--- config.mk ---
export PLATFORM = sky130hd
export DESIGN_NAME = uart_tx_arbiter
export DESIGN_NICKNAME = d
export VERILOG_FILES = /design/src/rtl/uart_tx_arbiter.sv
export SDC_FILE = /design/constraint.sdc
export NUM_CORES = 1
export LEC_CHECK = 0
export ABC_AREA = 1
export BUFFER_PORTS_ARGS = -buffer_cell sky130_fd_sc_hd__buf_2
export CAP_MARGIN = 20
export CORE_AREA = 2 2 104 106
export DETAILED_ROUTE_END_ITERATION = 7
export DIE_AREA = 0 0 106 108
export MAX_ROUTING_LAYER = met4
export PLACE_DENSITY_LB_ADDON = 0.05
export SLEW_MARGIN = 40
export SYNTH_ARGS = -nofsm -noshare
export SYNTH_HDL_FRONTEND = slang
export SYNTH_SLANG_ARGS = --single-unit
--- constraint.sdc ---
create_clock -name clk -period 3.9 [get_ports clk]
set_input_delay 0.78 -clock clk [delete_from_list [all_inputs] [get_ports clk]]
set_output_delay 0.78 -clock clk [all_outputs]
set_load 0.02 [all_outputs]
--- src/rtl/uart_tx_arbiter.sv ---
// uart_tx_arbiter
// Round-robin arbiter that lets NUM_REQ byte producers share one UART
// transmitter. The transmitter has no busy or done output, so this block
// times each frame itself, then holds off for an optional inter-frame gap.
// The transmitter sees a one-cycle start pulse and a byte that is held
// stable from the grant until the next grant.
module uart_tx_arbiter #(
    parameter int NUM_REQ    = 4,
    parameter int FRAME_CLKS = 10416,
    parameter int GAP_CLKS   = 0
) (
    input  logic                       clk,
    input  logic                       rst,
    input  logic [NUM_REQ-1:0]         req_valid,
    input  logic [8*NUM_REQ-1:0]       req_data,
    output logic [NUM_REQ-1:0]         req_ready,
    output logic                       tx_start,
    output logic [7:0]                 tx_data,
    output logic                       busy,
    output logic [$clog2(NUM_REQ)-1:0] grant_id
);

    localparam int ID_W    = $clog2(NUM_REQ);
    localparam int CNT_MAX = (FRAME_CLKS > GAP_CLKS) ? FRAME_CLKS : GAP_CLKS;
    localparam int CNT_W   = $clog2(CNT_MAX + 1);

    // Counter reload values; the gap load is only used when a gap exists
    localparam logic [CNT_W-1:0] FRAME_LOAD = CNT_W'(FRAME_CLKS - 1);
    localparam logic [CNT_W-1:0] GAP_LOAD   = CNT_W'((GAP_CLKS > 0) ? (GAP_CLKS - 1) : 0);

    typedef enum logic [1:0] {
        IDLE  = 2'd0,
        START = 2'd1,
        WAIT  = 2'd2,
        GAP   = 2'd3
    } state_t;

    state_t            state;
    logic [ID_W-1:0]   rr_ptr;
    logic [CNT_W-1:0]  cnt;

    logic              pick_found;
    logic [ID_W-1:0]   pick_idx;
    logic [7:0]        pick_data;

    // Rotating-priority search: first valid requester starting at rr_ptr
    always_comb begin
        logic [ID_W:0] cand;
        int            ci;
        pick_found = 1'b0;
        pick_idx   = '0;
        pick_data  = 8'h00;
        cand       = '0;
        ci         = 0;
        for (int k = 0; k < NUM_REQ; k++) begin
            cand = {1'b0, rr_ptr} + (ID_W+1)'(k);
            if (cand >= (ID_W+1)'(NUM_REQ)) begin
                cand = cand - (ID_W+1)'(NUM_REQ);
            end
            ci = int'(cand);
            if (!pick_found && req_valid[ci]) begin
                pick_found = 1'b1;
                pick_idx   = cand[ID_W-1:0];
                pick_data  = req_data[8*ci +: 8];
            end
        end
    end

    // Accept is offered only in IDLE and never while reset is held
    assign req_ready = (state == IDLE && !rst && pick_found)
                       ? (NUM_REQ'(1) << pick_idx) : '0;

    // Control FSM: grant, start pulse, frame timing, optional gap
    always_ff @(posedge clk or posedge rst) begin
        if (rst) begin
            state    <= IDLE;
            rr_ptr   <= '0;
            tx_start <= 1'b0;
            tx_data  <= 8'h00;
            busy     <= 1'b0;
            grant_id <= '0;
            cnt      <= '0;
        end else begin
            tx_start <= 1'b0;
            case (state)
                IDLE: begin
                    if (pick_found) begin
                        tx_data  <= pick_data;
                        grant_id <= pick_idx;
                        rr_ptr   <= (pick_idx == ID_W'(NUM_REQ - 1)) ? '0 : pick_idx + 1'b1;
                        tx_start <= 1'b1;
                        busy     <= 1'b1;
                        state    <= START;
                    end
                end
                START: begin
                    cnt   <= FRAME_LOAD;
                    state <= WAIT;
                end
                WAIT: begin
                    if (cnt == '0) begin
                        if (GAP_CLKS > 0) begin
                            cnt   <= GAP_LOAD;
                            state <= GAP;
                        end else begin
                            busy  <= 1'b0;
                            state <= IDLE;
                        end
                    end else begin
                        cnt <= cnt - 1'b1;
                    end
                end
                GAP: begin
                    if (cnt == '0) begin
                        busy  <= 1'b0;
                        state <= IDLE;
                    end else begin
                        cnt <= cnt - 1'b1;
                    end
                end
                default: begin
                    busy  <= 1'b0;
                    state <= IDLE;
                end
            endcase
        end
    end

endmodule
## Word-level counts from Yosys, hierarchy flattened

Index checks and enable logic that the tools add are counted.

| storage, ports and cells | value |
|---|---|
| register bits after elaboration | 30 |
| input port bits | 38 |
| output and inout port bits | 16 |
| logic and storage cells | 90 |

| cells by class | value |
|---|---|
| $add $sub $neg | 9 |
| $lt $le $gt $ge | 8 |
| equality and inequality tests | 7 |
| shift-type cells | 5 |
| mux-type cells | 36 |
| reductions and logical operators | 18 |

Operators by type and width:

| kind | number |
|---|---|
| $shiftx A32 B7 Y8 | 4 |
| $mux W8 | 4 |
| $pmux W14 S2 | 1 |
| $logic_not A14 Y1 | 1 |
| $mux W14 | 1 |
| $mux W2 | 7 |
| $sub A14 B1 Y14 const B | 1 |
| $lt A3 B3 Y1 const B | 4 |
| $mux W1 | 12 |
| $mux W3 | 4 |
| $ge A3 B3 Y1 const B | 3 |
| $sub A3 B3 Y3 const B | 3 |
| $bmux W1 S2 | 4 |
| $add A2 B2 Y3 const B | 2 |
| $eq A2 B2 Y1 const B | 3 |
| $pmux W2 S3 | 1 |
| $reduce_and A2 Y1 | 3 |
| $logic_and A1 B1 Y1 | 5 |
| $logic_not A1 Y1 | 4 |
| $mux W4 | 1 |
| $ne A2 B2 Y1 const B | 2 |
| $reduce_bool A2 Y1 | 2 |
| $shl A1 B2 Y4 const A | 1 |
| $add A2 B1 Y3 const B | 1 |
| 9 further kinds | 9 |

## Longest topological paths before layout

| logic depth | value |
|---|---|
| word-level depth | 16 |
| gate-level depth with buffers | 16 |

## Worst setup path after synthesis

Ideal clock, no wire load.

| timing | value |
|---|---|
| kind | register to output |
| start | reg rr_ptr[0] |
| end | out req_ready[3] |
| data arrival time | 2.395 ns |
| data required time | 3.120 ns |
| slack | 0.725 ns |
| stages on the path, launching flop included | 16 |
| path buffers | 4 |
| cells stage by stage | dfrtp_1 buf_6 inv_4 buf_6 buf_2 ha_1 clkbuf_1 nand3_1 nand2_1 a21oi_1 nand2_1 nand3_1 inv_1 ha_1 inv_1 nor2_1 |

| on the way | value |
|---|---|
| cells in the longest elaborated chain, start to end | 16 |
| elaborated cells between the ends (all ways) | 40 |
| classes of those cells | add/sub: 7; order compare: 4; shift: 1; mux: 21; reduce/logical: 7 |

RTL lines:

| what | line | source |
|---|---|---|
| start: declaration | 39 | `logic [ID_W-1:0] rr_ptr;` |
| start signal: assignment | 90 | `rr_ptr <= (pick_idx == ID_W'(NUM_REQ - 1)) ? '0 : pick_idx + 1'b1;` |
| parallel branches: the longest is 13 deep, another holds $add A2 B1 Y3 | - |  |
| $mux W2 * | 61 | `if (!pick_found && req_valid[ci]) begin` |
| named net pick_idx[0] | 43 | `logic [ID_W-1:0] pick_idx;` |
| $shl A1 B2 Y4 * | 71 | `? (NUM_REQ'(1) << pick_idx) : '0;` |
| $mux W4 * | 71 |  |
| end: declaration | 16 | `output logic [NUM_REQ-1:0] req_ready,` |

Mark *: on every way through the listed nets, which the timed path passes. The select of a mux whose other input is x is not followed.

## Worst setup path in the final report

| timing | value |
|---|---|
| start | reg rr_ptr[0] |
| end | out req_ready[0] |

The elaborated chain is that of the path after synthesis.

==> reports/results.txt <==
Status: finished clean
Launching point of the worst reg2reg path: rr_ptr[0]$_DFFE_PP0P_
CTS buffer count: 5
Total track usage: 0.1726
Worst EP required: 3.12 ns
Top delay family on crit path: simple AND/OR/NAND/NOR gates
Sequential element share of the synthesized area: 0.2482
Iter 0 DRT Violations: 183
P_leak: 1.981 nW
DR vias: 3285
WS Path Type: reg -> out
CTS Buffer Depth: 2
CP Data Arrival Time: 2.83 ns
Tot Pwr: 688.5 uW
Ranking of synthesized cells by area: dfrtp_1 25%, nand2_1 24%, nand3_1 13%
Synthesized area: 3024 sq um
I/O pins: 54
CTS resizes: 0
Max incr delay on CP: 0.43 ns
Pin count of the biggest net entering global routing: 65
Final Hold Fails: 0
Crit path cell chain: inv_4, ha_2, buf_4, nand2_1, nand2_4, nor2_8, nand4_1, nand3_1, inv_1, ha_1, inv_1, nor2_1, buf_2
Reg-to-reg slack, setup: 1.22 ns
DRT antenna net count: 0
Commonest non-fill, non-tap cell in the layout: nand2_1
Multi-input logic area: 1881 sq um
Non-Filler Instances: 710
NumNets Final: 619
Setup TNS: 0 ns
Synthesized flop and latch total: 30
CTS tree: built
# setup viols final: 0
Final core occ: 0.3413
Seq. cell area: 752.0 sq um
Hold_sp: grant_id[1]$_DFFE_PP0P_
Post-CTS Setup Bufs: 0
CTS Hold Bufs: 0
Worst vdd ir: 0.0001403 V
Max_slew headroom: 0.4952
Worst Skew: 0.003675 ns
Clock root buffer: clkbuf_8
Final Cell Area: 3492 sq um
Hold Path Sink: grant_id[1]$_DFFE_PP0P_
Rows: 37
Initial DRT Pass Iterations: 6
Hold path depth: 2
Placeable Area: 10230 sq um
DIE AREA: 11450 sq um
Total Wirelength: 9200 um
Fin crit period: 3.608 ns
Buffer and inverter count on the worst path: 5
Post-synth top area share: 0.2482
Critical Path End Type: output pin
Starting Density: 0.2956
Die extent in y: 108 um
Post-DP HPWL: 6991 um
Ant. Diodes: 0
Synth-to-Final Area Change: 15.47%
CP Max Fanout: 19
Fill cells: 1131
Maxcap violations: 0
Worst-path clk slew: 0.06 ns
Global-route wire length before repair: 15190 um
Reg2reg end: rr_ptr[1]$_DFFE_PP0P_
YS warnings: 0
Yosys cell types: 28
Max Fclk: 277.1 MHz
Power density cells: 197.2 nW/um^2
Worst Tran Pin Value: 0.7544 ns
Total global routing overflow: 0
Share of cells above drive strength 1: 0.1446
Vias in the first global route: 3082
Most frequent CP cell: inv_1
Port Buffer Count: 53
CP max stage cell: dfrtp_2
Area leader, netlist: dfrtp_1
Placed cell areas: 3395 sq um
Cell count after synthesis: 528
CP Launch Type: flip-flop
DR vias/cell: 4.627
Clock Latency Late Sink: 0.28 ns
Worst Hold Class: reg -> reg
Antenna violations before repair: 0
Syn avg cell area: 5.728 sq um
Syn Nets: 574
Final slew viol count: 0
R2R cell count: 11
RePlAce Congestion: 0.8341
Most frequent cells in the layout: 197 x nand2_1, 76 x nand3_1, 67 x inv_1, 53 x buf_2, 43 x nor2_1
CTS Sinks: 30
Placed insts: 702
H-tree levels: 2
DIE WIDTH: 106 um
Residual DRC count: 0
Drt wl/cell: 12.96 um
Fraction of the cycle the final worst path needs: 0.9252
RSZ-0062 raised after global routing: false
power breakdown:
group	switching, mW	total [mW]	internal, mW	leakage (nW)
combinational	0.0746	0.117	0.0426	1.57
sequential	0	0.311	0.311	0.361
clock	0.118	0.260	0.142	0.0482
worst max path at each step:
stage,slack (ns),cells past startpoint,startpoint,to
final,0.29,13,rr_ptr[0]$_DFFE_PP0P_,req_ready[0]
after global placement,0.60,14,rr_ptr[0]$_DFFE_PP0P_,req_ready[3]
after CTS,0.20,14,rr_ptr[0]$_DFFE_PP0P_,req_ready[3]
after global routing,0.02,15,rr_ptr[0]$_DFFE_PP0P_,req_ready[3]
after detailed placement,0.52,12,rr_ptr[0]$_DFFE_PP0P_,req_ready[0]
after floorplan,0.73,15,rr_ptr[0]$_DFFE_PP0P_,req_ready[3]
through the flow:
stage	hold slack [ns]	setup slack [ns]
3_3_place_gp	0.4918	0.5979
2_1_floorplan	0.4974	0.7254
6_report	0.4843	0.2918
5_1_grt	0.5009	0.02417
3_5_place_dp	0.4699	0.5207
4_1_cts	0.4887	0.1984
sequential cells by signal, summed over array words and instances (netlist names):
signal    cells
cnt          14
state         2
tx_start      1
busy          1
grant_id      2
tx_data       8
rr_ptr        2
kinds of logic after synthesis:
kind of cell / share of synthesized area
AO/OA/AOI/OAI: 0.07985
AND/OR/NAND/NOR: 0.4878
XOR/XNOR: 0.02027
flip-flops: 0.2482
adder cells (fa/ha/maj): 0.03310
buffers and inverters: 0.1307
cell type report:
type / count / area share
Multi-Input combinational cell: 404 / 0.5385
Sequential cell: 30 / 0.2153
Timing Repair Buffer: 61 / 0.09423
Inverter: 71 / 0.07703
Tap cell: 136 / 0.04873
Clock buffer: 7 / 0.02472
Clock inverter: 1 / 0.001433
per-layer routing:
| layer | GRT usage | part of all wire | vias to the layer above |
|---|---|---|---|
| met5 | - | 0 | - |
| met4 | 0.02162 | 0.0022 | 0 |
| met1 | 0.2555 | 0.53 | 1441 |
| met3 | 0.02652 | 0.059 | 2 |
| li1 | - | - | 1748 |
| met2 | 0.2548 | 0.41 | 94 |
tightest hold or removal path, stage by stage (launching register included):
cell and delay (ns):
dfrtp_1 0.34, nand2_1 0.05, nand2_1 0.06
cell usage after synthesis (all sizes together):
cell type	n
nor3	2
nand3	76
clkbuf	7
o21ai	35
nand2	204
clkinv	2
nand4	10
or2	1
nand3b	3
xor2	7
dfrtp	30
nor2	45
inv	69
o22ai	1
a21oi	12
buf	16
ha	8
Note: power is estimated with default switching activity, not from simulation.
